--- src/rtl/fcvt_int2fp_pipe_if.sv ---
// Request/response channel of the integer-to-single converter.
// The master side issues operations and consumes results.
interface fcvt_int2fp_pipe_if #(
  parameter int TAG_W = 6
);
  logic             in_valid;
  logic             in_ready;
  logic             in_signed;
  logic [31:0]      in_data;
  logic [2:0]       in_rm;
  logic [TAG_W-1:0] in_tag;
  logic             out_valid;
  logic             out_ready;
  logic [31:0]      out_data;
  logic [TAG_W-1:0] out_tag;
  logic             out_nx;

  modport master (
    output in_valid, in_signed, in_data, in_rm, in_tag, out_ready,
    input  in_ready, out_valid, out_data, out_tag, out_nx
  );

  modport slave (
    input  in_valid, in_signed, in_data, in_rm, in_tag, out_ready,
    output in_ready, out_valid, out_data, out_tag, out_nx
  );
endinterface

--- src/rtl/fcvt_int2fp_pipe.sv ---
// Three-stage FCVT.S.W / FCVT.S.WU pipeline: prepare, normalize, round and pack.
// Valid/ready on both sides with bubble collapsing and a synchronous flush.
module fcvt_int2fp_pipe #(
  parameter int TAG_W = 6
) (
  input  logic clk,
  input  logic rst,
  input  logic flush,
  fcvt_int2fp_pipe_if.slave bus
);

  logic             v1_q, v2_q, v3_q;
  logic             sign1_q, sign2_q;
  logic [31:0]      mag1_q;
  logic [2:0]       rm1_q, rm2_q;
  logic [TAG_W-1:0] tag1_q, tag2_q, tag3_q;
  logic [30:0]      norm2_q;
  logic [7:0]       exp2_q;
  logic             zero2_q;
  logic [31:0]      data3_q;
  logic             nx3_q;

  logic             adv3, ld2, ld1;
  logic             sign1_d;
  logic [31:0]      mag1_d;
  logic [4:0]       lz2_d;
  logic [31:0]      shift2_d;
  logic [30:0]      norm2_d;
  logic [7:0]       exp2_d;
  logic             zero2_d;
  logic [22:0]      m3;
  logic             g3, s3, nx3, up3;
  logic [23:0]      mInc3;
  logic [7:0]       expR3;
  logic [31:0]      data3_d;
  logic             nx3_d;

  // A stage loads when it is empty or its contents move on in the same cycle.
  assign adv3         = !v3_q || bus.out_ready;
  assign ld2          = !v2_q || adv3;
  assign ld1          = !v1_q || ld2;
  assign bus.in_ready = ld1;

  assign sign1_d = bus.in_signed & bus.in_data[31];
  assign mag1_d  = sign1_d ? (~bus.in_data + 32'd1) : bus.in_data;

  // Normalization: the shifted top bit is set exactly when the magnitude is nonzero.
  always_comb begin
    lz2_d = 5'd31;
    for (int i = 0; i < 32; i++) begin
      if (mag1_q[i]) lz2_d = 5'(31 - i);
    end
    shift2_d = mag1_q << lz2_d;
    norm2_d  = shift2_d[30:0];
    zero2_d  = !shift2_d[31];
    exp2_d   = 8'd158 - {3'b000, lz2_d};
  end

  always_comb begin
    m3  = norm2_q[30:8];
    g3  = norm2_q[7];
    s3  = |norm2_q[6:0];
    nx3 = g3 | s3;
    case (rm2_q)
      3'd1:    up3 = 1'b0;
      3'd2:    up3 = sign2_q & nx3;
      3'd3:    up3 = ~sign2_q & nx3;
      3'd4:    up3 = g3;
      default: up3 = g3 & (s3 | m3[0]);
    endcase
    // A mantissa carry-out leaves the fraction at zero and bumps the exponent.
    mInc3   = {1'b0, m3} + {23'd0, up3};
    expR3   = exp2_q + {7'd0, mInc3[23]};
    data3_d = zero2_q ? 32'd0 : {sign2_q, expR3, mInc3[22:0]};
    nx3_d   = zero2_q ? 1'b0 : nx3;
  end

  always_ff @(posedge clk or posedge rst) begin
    if (rst) begin
      v1_q    <= 1'b0;
      sign1_q <= 1'b0;
      mag1_q  <= '0;
      rm1_q   <= '0;
      tag1_q  <= '0;
    end else begin
      if (flush)    v1_q <= 1'b0;
      else if (ld1) v1_q <= bus.in_valid;
      if (ld1 && bus.in_valid) begin
        sign1_q <= sign1_d;
        mag1_q  <= mag1_d;
        rm1_q   <= bus.in_rm;
        tag1_q  <= bus.in_tag;
      end
    end
  end

  always_ff @(posedge clk or posedge rst) begin
    if (rst) begin
      v2_q    <= 1'b0;
      sign2_q <= 1'b0;
      rm2_q   <= '0;
      tag2_q  <= '0;
      norm2_q <= '0;
      exp2_q  <= '0;
      zero2_q <= 1'b0;
    end else begin
      if (flush)    v2_q <= 1'b0;
      else if (ld2) v2_q <= v1_q;
      if (ld2 && v1_q) begin
        sign2_q <= sign1_q;
        rm2_q   <= rm1_q;
        tag2_q  <= tag1_q;
        norm2_q <= norm2_d;
        exp2_q  <= exp2_d;
        zero2_q <= zero2_d;
      end
    end
  end

  // The output register only changes on advance, so a stalled result holds still.
  always_ff @(posedge clk or posedge rst) begin
    if (rst) begin
      v3_q    <= 1'b0;
      data3_q <= '0;
      tag3_q  <= '0;
      nx3_q   <= 1'b0;
    end else begin
      if (flush)     v3_q <= 1'b0;
      else if (adv3) v3_q <= v2_q;
      if (adv3 && v2_q) begin
        data3_q <= data3_d;
        tag3_q  <= tag2_q;
        nx3_q   <= nx3_d;
      end
    end
  end

  assign bus.out_valid = v3_q;
  assign bus.out_data  = data3_q;
  assign bus.out_tag   = tag3_q;
  assign bus.out_nx    = nx3_q;

endmodule

--- src/flat_wrapper.sv ---
// flat-port wrapper written by rule: the top's interface ports become plain ports
module fcvt_int2fp_pipe_flat 
#(
  parameter int TAG_W = 6
)
  (clk, rst, flush, bus_in_valid, bus_in_signed, bus_in_data, bus_in_rm, bus_in_tag, bus_out_ready, bus_in_ready, bus_out_valid, bus_out_data, bus_out_tag, bus_out_nx);
  fcvt_int2fp_pipe_if #(.TAG_W(TAG_W)) bus_i ();
  input  logic clk;
  input  logic rst;
  input  logic flush;
  input wire logic [$bits(bus_i.in_valid)-1:0] bus_in_valid;
  input wire logic [$bits(bus_i.in_signed)-1:0] bus_in_signed;
  input wire logic [$bits(bus_i.in_data)-1:0] bus_in_data;
  input wire logic [$bits(bus_i.in_rm)-1:0] bus_in_rm;
  input wire logic [$bits(bus_i.in_tag)-1:0] bus_in_tag;
  input wire logic [$bits(bus_i.out_ready)-1:0] bus_out_ready;
  output wire logic [$bits(bus_i.in_ready)-1:0] bus_in_ready;
  output wire logic [$bits(bus_i.out_valid)-1:0] bus_out_valid;
  output wire logic [$bits(bus_i.out_data)-1:0] bus_out_data;
  output wire logic [$bits(bus_i.out_tag)-1:0] bus_out_tag;
  output wire logic [$bits(bus_i.out_nx)-1:0] bus_out_nx;
  assign bus_i.in_valid = bus_in_valid;
  assign bus_i.in_signed = bus_in_signed;
  assign bus_i.in_data = bus_in_data;
  assign bus_i.in_rm = bus_in_rm;
  assign bus_i.in_tag = bus_in_tag;
  assign bus_i.out_ready = bus_out_ready;
  assign bus_in_ready = bus_i.in_ready;
  assign bus_out_valid = bus_i.out_valid;
  assign bus_out_data = bus_i.out_data;
  assign bus_out_tag = bus_i.out_tag;
  assign bus_out_nx = bus_i.out_nx;
  fcvt_int2fp_pipe #(.TAG_W(TAG_W)) u_core (.clk(clk), .rst(rst), .flush(flush), .bus(bus_i));
endmodule
--- config.mk ---
export PLATFORM = sky130hd
export DESIGN_NAME = fcvt_int2fp_pipe_flat
export DESIGN_NICKNAME = d
export VERILOG_FILES = /design/src/rtl/fcvt_int2fp_pipe_if.sv /design/src/rtl/fcvt_int2fp_pipe.sv /design/src/flat_wrapper.sv
export SDC_FILE = /design/constraint.sdc
export NUM_CORES = 1
export LEC_CHECK = 0
export ABC_AREA = 1
export CAP_MARGIN = 25
export CELL_PAD_IN_SITES_DETAIL_PLACEMENT = 1
export CELL_PAD_IN_SITES_GLOBAL_PLACEMENT = 1
export CORE_MARGIN = 3
export CORE_UTILIZATION = 45
export CTS_BUF_LIST = sky130_fd_sc_hd__clkbuf_16
export DETAILED_ROUTE_END_ITERATION = 12
export PLACE_DENSITY_LB_ADDON = 0.1
export SYNTH_ARGS = -nofsm -noshare
export SYNTH_HDL_FRONTEND = slang
export SYNTH_SLANG_ARGS = --single-unit
--- constraint.sdc ---
create_clock -name clk -period 9.2 [get_ports clk]
set_input_delay 2.3 -clock clk [delete_from_list [all_inputs] [get_ports clk]]
set_output_delay 2.3 -clock clk [all_outputs]
set_load 0.05 [all_outputs]
==> flow_summary.json, run 1 <==
{
  "synth_nets": 1183,
  "io_pins": 88,
  "port_buffers": 87,
  "synth.area.top_cells": "dfrtp_1, nand3_1, nand2_1",
  "yosys-mux-area-fraction_pct": 0,
  "skew_ns": 0.00798,
  "grt_max_degree": 72,
  "antenna_left": 0,
  "drt-initial-drc-count": 480,
  "synth_top_family_by_area": "simple AND/OR/NAND/NOR gates",
  "synth.avg_cell_area_um2": 7.18,
  "antennaDiodeCount": 0,
  "cp_max_fo": 3,
  "cts_setup_buffers": 0,
  "synth.top_cell.area_share_pct": 41.3,
  "yosysSeqAreaShare_pct": 41.3,
  "root_buffer": "clkbuf_16",
  "dpl.hpwl_um": 16500,
  "synth_xor_area_share_pct": 3.56,
  "clock.fmax_mhz": 162,
  "grtUsageMet1_pct": 33.4,
  "synth_top_area_cell": "dfrtp_1",
  "design_area_mm2": 0.00975,
  "antenna_found_initial": 0,
  "rows": 48,
  "cts_num_sinks": 134,
  "fill_cells": 2269,
  "rsz0062_at_grt": "false",
  "slew_viol_final": 0,
  "start_kind": "primary input",
  "hold_viol_final": 0,
  "syn_inst": 1130,
  "grt_util_met3_pct": 3.18,
  "tightest_slew_ns": 1.04,
  "num_vias": 7906,
  "crit_required_ns": 6.90,
  "grt_pass1_wl_um": 39000,
  "relSlewSlack_pct": 30.6,
  "setup_viol": 0,
  "ctsHoldBuffers": 0,
  "vdd_ir_drop_max_mv": 0.142,
  "critPathLaunch": "bus_out_ready",
  "ys_ff_latch": 134,
  "cts.reportedPaths.clkPinSlew_ns": 0.06,
  "core_area_mm2": 0.0175,
  "dieArea_mm2": 0.0197,
  "critical_path_class": "primary input to output port",
  "cap_violations": 0,
  "fin_crit_sh_pct": 67.2,
  "grt_util_all_layers_pct": 24.2,
  "cp.arrival_ns": 3.88,
  "post_drt_wl_per_cell_um": 16.3,
  "dpl-instance-area_mm2": 0.00911,
  "initial_core_util_pct": 46.4,
  "synth_ff_type": "dfrtp_1",
  "die_x_um": 140,
  "min_period_ns": 6.18,
  "clk_latency_ns": 0.43,
  "syn-cell-area_mm2": 0.00811,
  "syn2layout_area_growth_pct": 20.2,
  "synth_cell_type_count": 45,
  "min_path_type": "flop to flop",
  "synth_enable_flop_cells": 0,
  "gr-max-usage-layer": "met2",
  "min_from": "u_core.tag2_q[3]",
  "grt.met2_usage_pct": 39.8,
  "first_pass_iters": 5,
  "power_leakage_nw": 4.51,
  "status": "complete, no violations",
  "timing.setup.tns_ns": 0,
  "grt_pass1_vias": 7765,
  "yosys.area_share.simple_pct": 34.2,
  "synth_compound_area_share_pct": 11.5,
  "synthArstFlopShare_pct": 100,
  "die_h_um": 140,
  "power_density_mw_per_mm2": 245,
  "cts_tree": "built",
  "finalWirelength_um": 23300,
  "h-tree-depth": 4,
  "globalplace.congestion": 0.896,
  "end_kind": "output port",
  "yosysWarningCount": 0,
  "post_cts_resize_count": 0,
  "numCtsBuffers": 17,
  "vias_per_cell": 5.52,
  "synth_fa_ha_area_share_pct": 0.925,
  "drc": 0,
  "clockBufferDepth": 2,
  "drive_above_1_share_pct": 5.63,
  "reg2reg_from": "u_core.norm2_q[1]",
  "gr-total-overflow": 0,
  "final_nets": 1248
}
==> worst max-delay path, cell delays in order <==
cell and delay, ns:
clkdlybuf4s50_1 0.41, nor2_1 0.14, inv_1 0.07, nor2_1 0.12, nand2_1 0.12, clkdlybuf4s50_1 0.72
==> per-stage QoR <==
step           utilization [%]  hold slack (ns)  cells  power [mW]  setup WS (ns)
2_1_floorplan                -            0.450   1130        1.41           3.32
3_3_place_gp              52.2            0.455   1400        1.65           3.03
3_5_place_dp              52.2            0.460   1400        1.68           3.01
4_1_cts                   55.6            0.475   1432        2.40           3.00
5_1_grt                   55.8            0.506   1433        2.53           2.93
6_report                  55.8            0.475   1433        2.39           3.02
==> cell families (layout without fill, tap and decap cells) <==
kind of cell	Yosys count	count (layout)
compound gates	162	162
flops	134	134
simple gates	622	622
xor+xnor	33	33
buf+inv	173	251
fa+ha+maj	6	6
==> cell type report <==
class / instances / area, um2 / share of cell area (%)
Sequential cell: 134 / 3350 / 34.4
Clock buffer: 17 / 425 / 4.36
Tap cell: 225 / 282 / 2.89
Inverter: 121 / 459 / 4.71
Timing Repair Buffer: 98 / 973 / 9.99
Multi-Input combinational cell: 823 / 4080 / 41.8
Clock inverter: 15 / 180 / 1.85
==> synthesized netlist by cell type, types with 4 or more instances <==
library cell  count
o21ai_1          12
a21oi_1          19
nand4_1           7
nor3_1           10
nand2_1         268
o21ai_0          95
clkbuf_1         35
a31oi_1           4
xnor2_1           8
buf_1            10
nand2_2           6
ha_1              6
nor2_1           75
o31ai_1           5
a32o_1           10
nor4_1            4
nand3_2           5
xor2_1           25
dfrtp_1         134
nand3_1         236
a22o_1            4
inv_1           116
==> layer usage <==
layer  share of wire [%]  wire length [um]  vias to the layer above
li1                    -                 -                     3890
met3                 3.5               813                       27
met2                  48             11200                      166
met1                  47             10900                     3823
met4                 1.6               376                        0
met5                   0                 0                        -
==> report_power, final <==
group / switching, mW / total, mW / internal (mW)
clock network: 0.278 / 0.706 / 0.428
registers: 0.107 / 0.824 / 0.717
logic: 0.571 / 0.859 / 0.288
total: 0.956 / 2.39 / 1.43
==> placed cells by master, fill, tap and decap left out, types with 3 or more instances in the layout <==
| master | n |
|---|---|
| a32o_1 | 10 |
| nor3_1 | 10 |
| clkinvlp_4 | 4 |
| o21ai_1 | 12 |
| buf_4 | 10 |
| nand2_1 | 267 |
| xor2_1 | 25 |
| clkdlybuf4s50_1 | 87 |
| xnor2_1 | 8 |
| a31oi_1 | 4 |
| nor2_1 | 75 |
| nand2_2 | 7 |
| dfrtp_1 | 134 |
| inv_1 | 116 |
| a21oi_1 | 18 |
| a22o_1 | 4 |
| clkbuf_16 | 17 |
| o31ai_1 | 5 |
| ha_1 | 6 |
| o21ai_0 | 95 |
| nand4_1 | 7 |
| clkinv_1 | 3 |
| nor4_1 | 4 |
| bufinv_16 | 3 |
| inv_6 | 3 |
| nand3_2 | 5 |
| nand3_1 | 236 |
==> registers in the layout, summed over array words and instances, names as in the netlist, 3 cells and up <==
register,cells
u_core.tag2_q,6
u_core.bus.out_data,32
u_core.tag1_q,6
u_core.exp2_q,8
u_core.mag1_q,32
u_core.rm1_q,3
u_core.bus.out_tag,6
u_core.rm2_q,3
u_core.norm2_q,31
==> path summary, 6_finish.rpt <==
check	end	cells past startpoint	slack, ns
hold reg to reg	u_core.bus.out_tag[3]	2	0.48
setup / recovery	bus_in_ready	6	3.02
hold / removal	u_core.bus.out_tag[3]	2	0.48
setup reg to reg	u_core.bus.out_data[30]	24	5.09
min in group asynchronous	u_core.bus.out_data[28]	2	2.32
max in group asynchronous	u_core.mag1_q[1]	3	5.55
No activity file was read; power rests on OpenSTA's default activity.
==> run 2, diff against run 1 <==
--- a/config.mk
+++ b/config.mk
@@ -10,7 +10,7 @@
 export CELL_PAD_IN_SITES_DETAIL_PLACEMENT = 1
 export CELL_PAD_IN_SITES_GLOBAL_PLACEMENT = 1
 export CORE_MARGIN = 3
-export CORE_UTILIZATION = 45
+export CORE_UTILIZATION = 42
 export CTS_BUF_LIST = sky130_fd_sc_hd__clkbuf_16
 export DETAILED_ROUTE_END_ITERATION = 12
 export PLACE_DENSITY_LB_ADDON = 0.1
==> constraint.sdc (replaced) <==
create_clock -name clk -period 6.1 [get_ports clk]
set_input_delay 1.525 -clock clk [delete_from_list [all_inputs] [get_ports clk]]
set_output_delay 1.525 -clock clk [all_outputs]
set_load 0.05 [all_outputs]
==> run 2 against run 1 <==
Effect of this change:
- final area increased by 0.41%
- critical path depth is the same
- count of clock-buffer cells in the layout did not move
- cell count rose by 2.6%
- clock power rose by 35%
- sequential power grew 50%
- worst setup slack worse by 1.5 ns
- critical endpoint unchanged
==> flow_summary.json, run 2 (synthesized netlist as in run 1, its figures left out) <==
{
  "status": "complete, no violations",
  "relSlewSlack_pct": 40.9,
  "antenna_left": 0,
  "clockBufferDepth": 2,
  "skew_ns": 0.0120,
  "cp.arrival_ns": 3.11,
  "setup_viol": 0,
  "critical_path_class": "primary input to output port",
  "die_h_um": 145,
  "vias_per_cell": 5.34,
  "final_cells": 1470,
  "start_kind": "primary input",
  "critPathTopFamily": "buffers and inverters",
  "cts_setup_buffers": 0,
  "grt_util_all_layers_pct": 22.7,
  "cts.reportedPaths.clkPinSlew_ns": 0.06,
  "clk_latency_ns": 0.43,
  "cap_violations": 0,
  "cts_tree": "built",
  "clock.fmax_mhz": 216,
  "die_x_um": 145,
  "root_buffer": "clkbuf_16",
  "grt_max_degree": 101,
  "num_vias": 7852,
  "crit_required_ns": 4.58,
  "rows": 50,
  "ctsHoldBuffers": 0,
  "dp_slack_ns": 1.45,
  "dieArea_mm2": 0.0210,
  "gr-total-overflow": 0,
  "syn2layout_area_growth_pct": 20.7,
  "slew_viol_final": 0,
  "finalWirelength_um": 23300,
  "grt_pass1_wl_um": 39800,
  "dpl.hpwl_um": 17100,
  "utilization_pct": 52.0,
  "cts_num_sinks": 134,
  "tightest_slew_ns": 0.883,
  "power_density_mw_per_mm2": 357,
  "numCtsBuffers": 17,
  "min_path_type": "flop to flop",
  "final_nets": 1251,
  "crit_path_cell_trace": "clkdlybuf4s50_1, nor2_1, inv_1, nor2_1, nand2_1, clkdlybuf4s50_1",
  "post_cts_resize_count": 0,
  "initial_core_util_pct": 43.1,
  "dp.cells": 1436,
  "rsz0062_at_grt": "false",
  "fill_cells": 2389,
  "layout_common_cells": "nand2_1, nand3_1, dfrtp_1",
  "drt-initial-drc-count": 354,
  "grt_pass1_vias": 7903,
  "worst_slack_ns": 1.47,
  "slowest_stage": "clkdlybuf4s50_1",
  "antennaDiodeCount": 0,
  "final_common_cell": "nand2_1",
  "drc": 0,
  "globalplace.congestion": 0.846,
  "port_buffers": 87,
  "fin_crit_sh_pct": 75.9,
  "hold_viol_final": 0,
  "timing.setup.tns_ns": 0,
  "min_period_ns": 4.63,
  "cp_max_fo": 3,
  "drive_above_1_share_pct": 5.62,
  "slowest_delay_ns": 0.72,
  "end_kind": "output port",
  "core_area_mm2": 0.0188,
  "antenna_found_initial": 0,
  "post_drt_wl_per_cell_um": 15.9,
  "io_pins": 88,
  "first_pass_iters": 5,
  "h-tree-depth": 4,
  "power_leakage_nw": 4.51,
  "critical_path_buf_inv_count": 3,
  "vdd_ir_drop_max_mv": 0.214
}
[run 2: metal layers]
metal	routed length, um	GRT usage, %
met1	10900	31.1
met2	11300	37.2
met3	786	3.53
met4	341	6.75
met5	0	0
[run 2: power by group]
part           switching (mW)  leakage (nW)  internal, mW
Combinational           0.855          2.58         0.441
Clock                   0.402         0.255         0.553
Sequential              0.160          1.67          1.08
Total                    1.42          4.51          2.08
[run 2: worst paths after layout]
path	endpoint	depth (start not counted)	slack (ns)	start
setup / recovery	bus_in_ready	6	1.47	bus_out_ready
hold / removal	u_core.bus.out_data[7]	1	0.47	u_core.bus.out_data[7]
setup reg to reg	u_core.bus.out_data[30]	24	2.17	u_core.norm2_q[2]
hold reg to reg	u_core.bus.out_data[7]	1	0.47	u_core.bus.out_data[7]
max in group asynchronous	u_core.mag1_q[7]	4	3.56	rst
min in group asynchronous	u_core.bus.out_data[29]	2	1.35	rst
[run 2: layout make-up]
class	instances	area [um2]	area share (%)
timing repair buffer	101	1040	10.6
tap	260	325	3.32
clock inverter	14	114	1.16
multi-input combinational	823	4080	41.6
inverter	121	459	4.69
sequential	134	3350	34.3
clock buffer	17	425	4.35
[run 2: worst register-to-register path, stage by stage, from the launching register on]
cell	delay, ns
dfrtp_1	0.34
inv_1	0.06
nand4_1	0.09
nor4_1	0.05
inv_1	0.09
a311oi_1	0.05
o31ai_1	0.25
ha_1	0.22
nand3_1	0.11
nor2_1	0.14
inv_1	0.11
nor4_1	0.32
nand2_1	0.14
nor2_1	0.19
nand2_1	0.10
nor2_1	0.17
nand2_1	0.14
nor3_1	0.21
ha_1	0.21
nand3_1	0.10
nor2_1	0.10
inv_1	0.07
nor3_1	0.19
nand3_1	0.10
a32o_1	0.27
[run 2: per-stage QoR]
stage | hold WS [ns] | total power [mW] | area, um2
floorplan | 0.450 | 2.13 | 8110
global placement | 0.454 | 2.49 | 9160
detailed placement | 0.465 | 2.54 | 9190
CTS | 0.479 | 3.51 | 9730
global route | 0.493 | 3.72 | 9790
finish | 0.471 | 3.49 | 9790
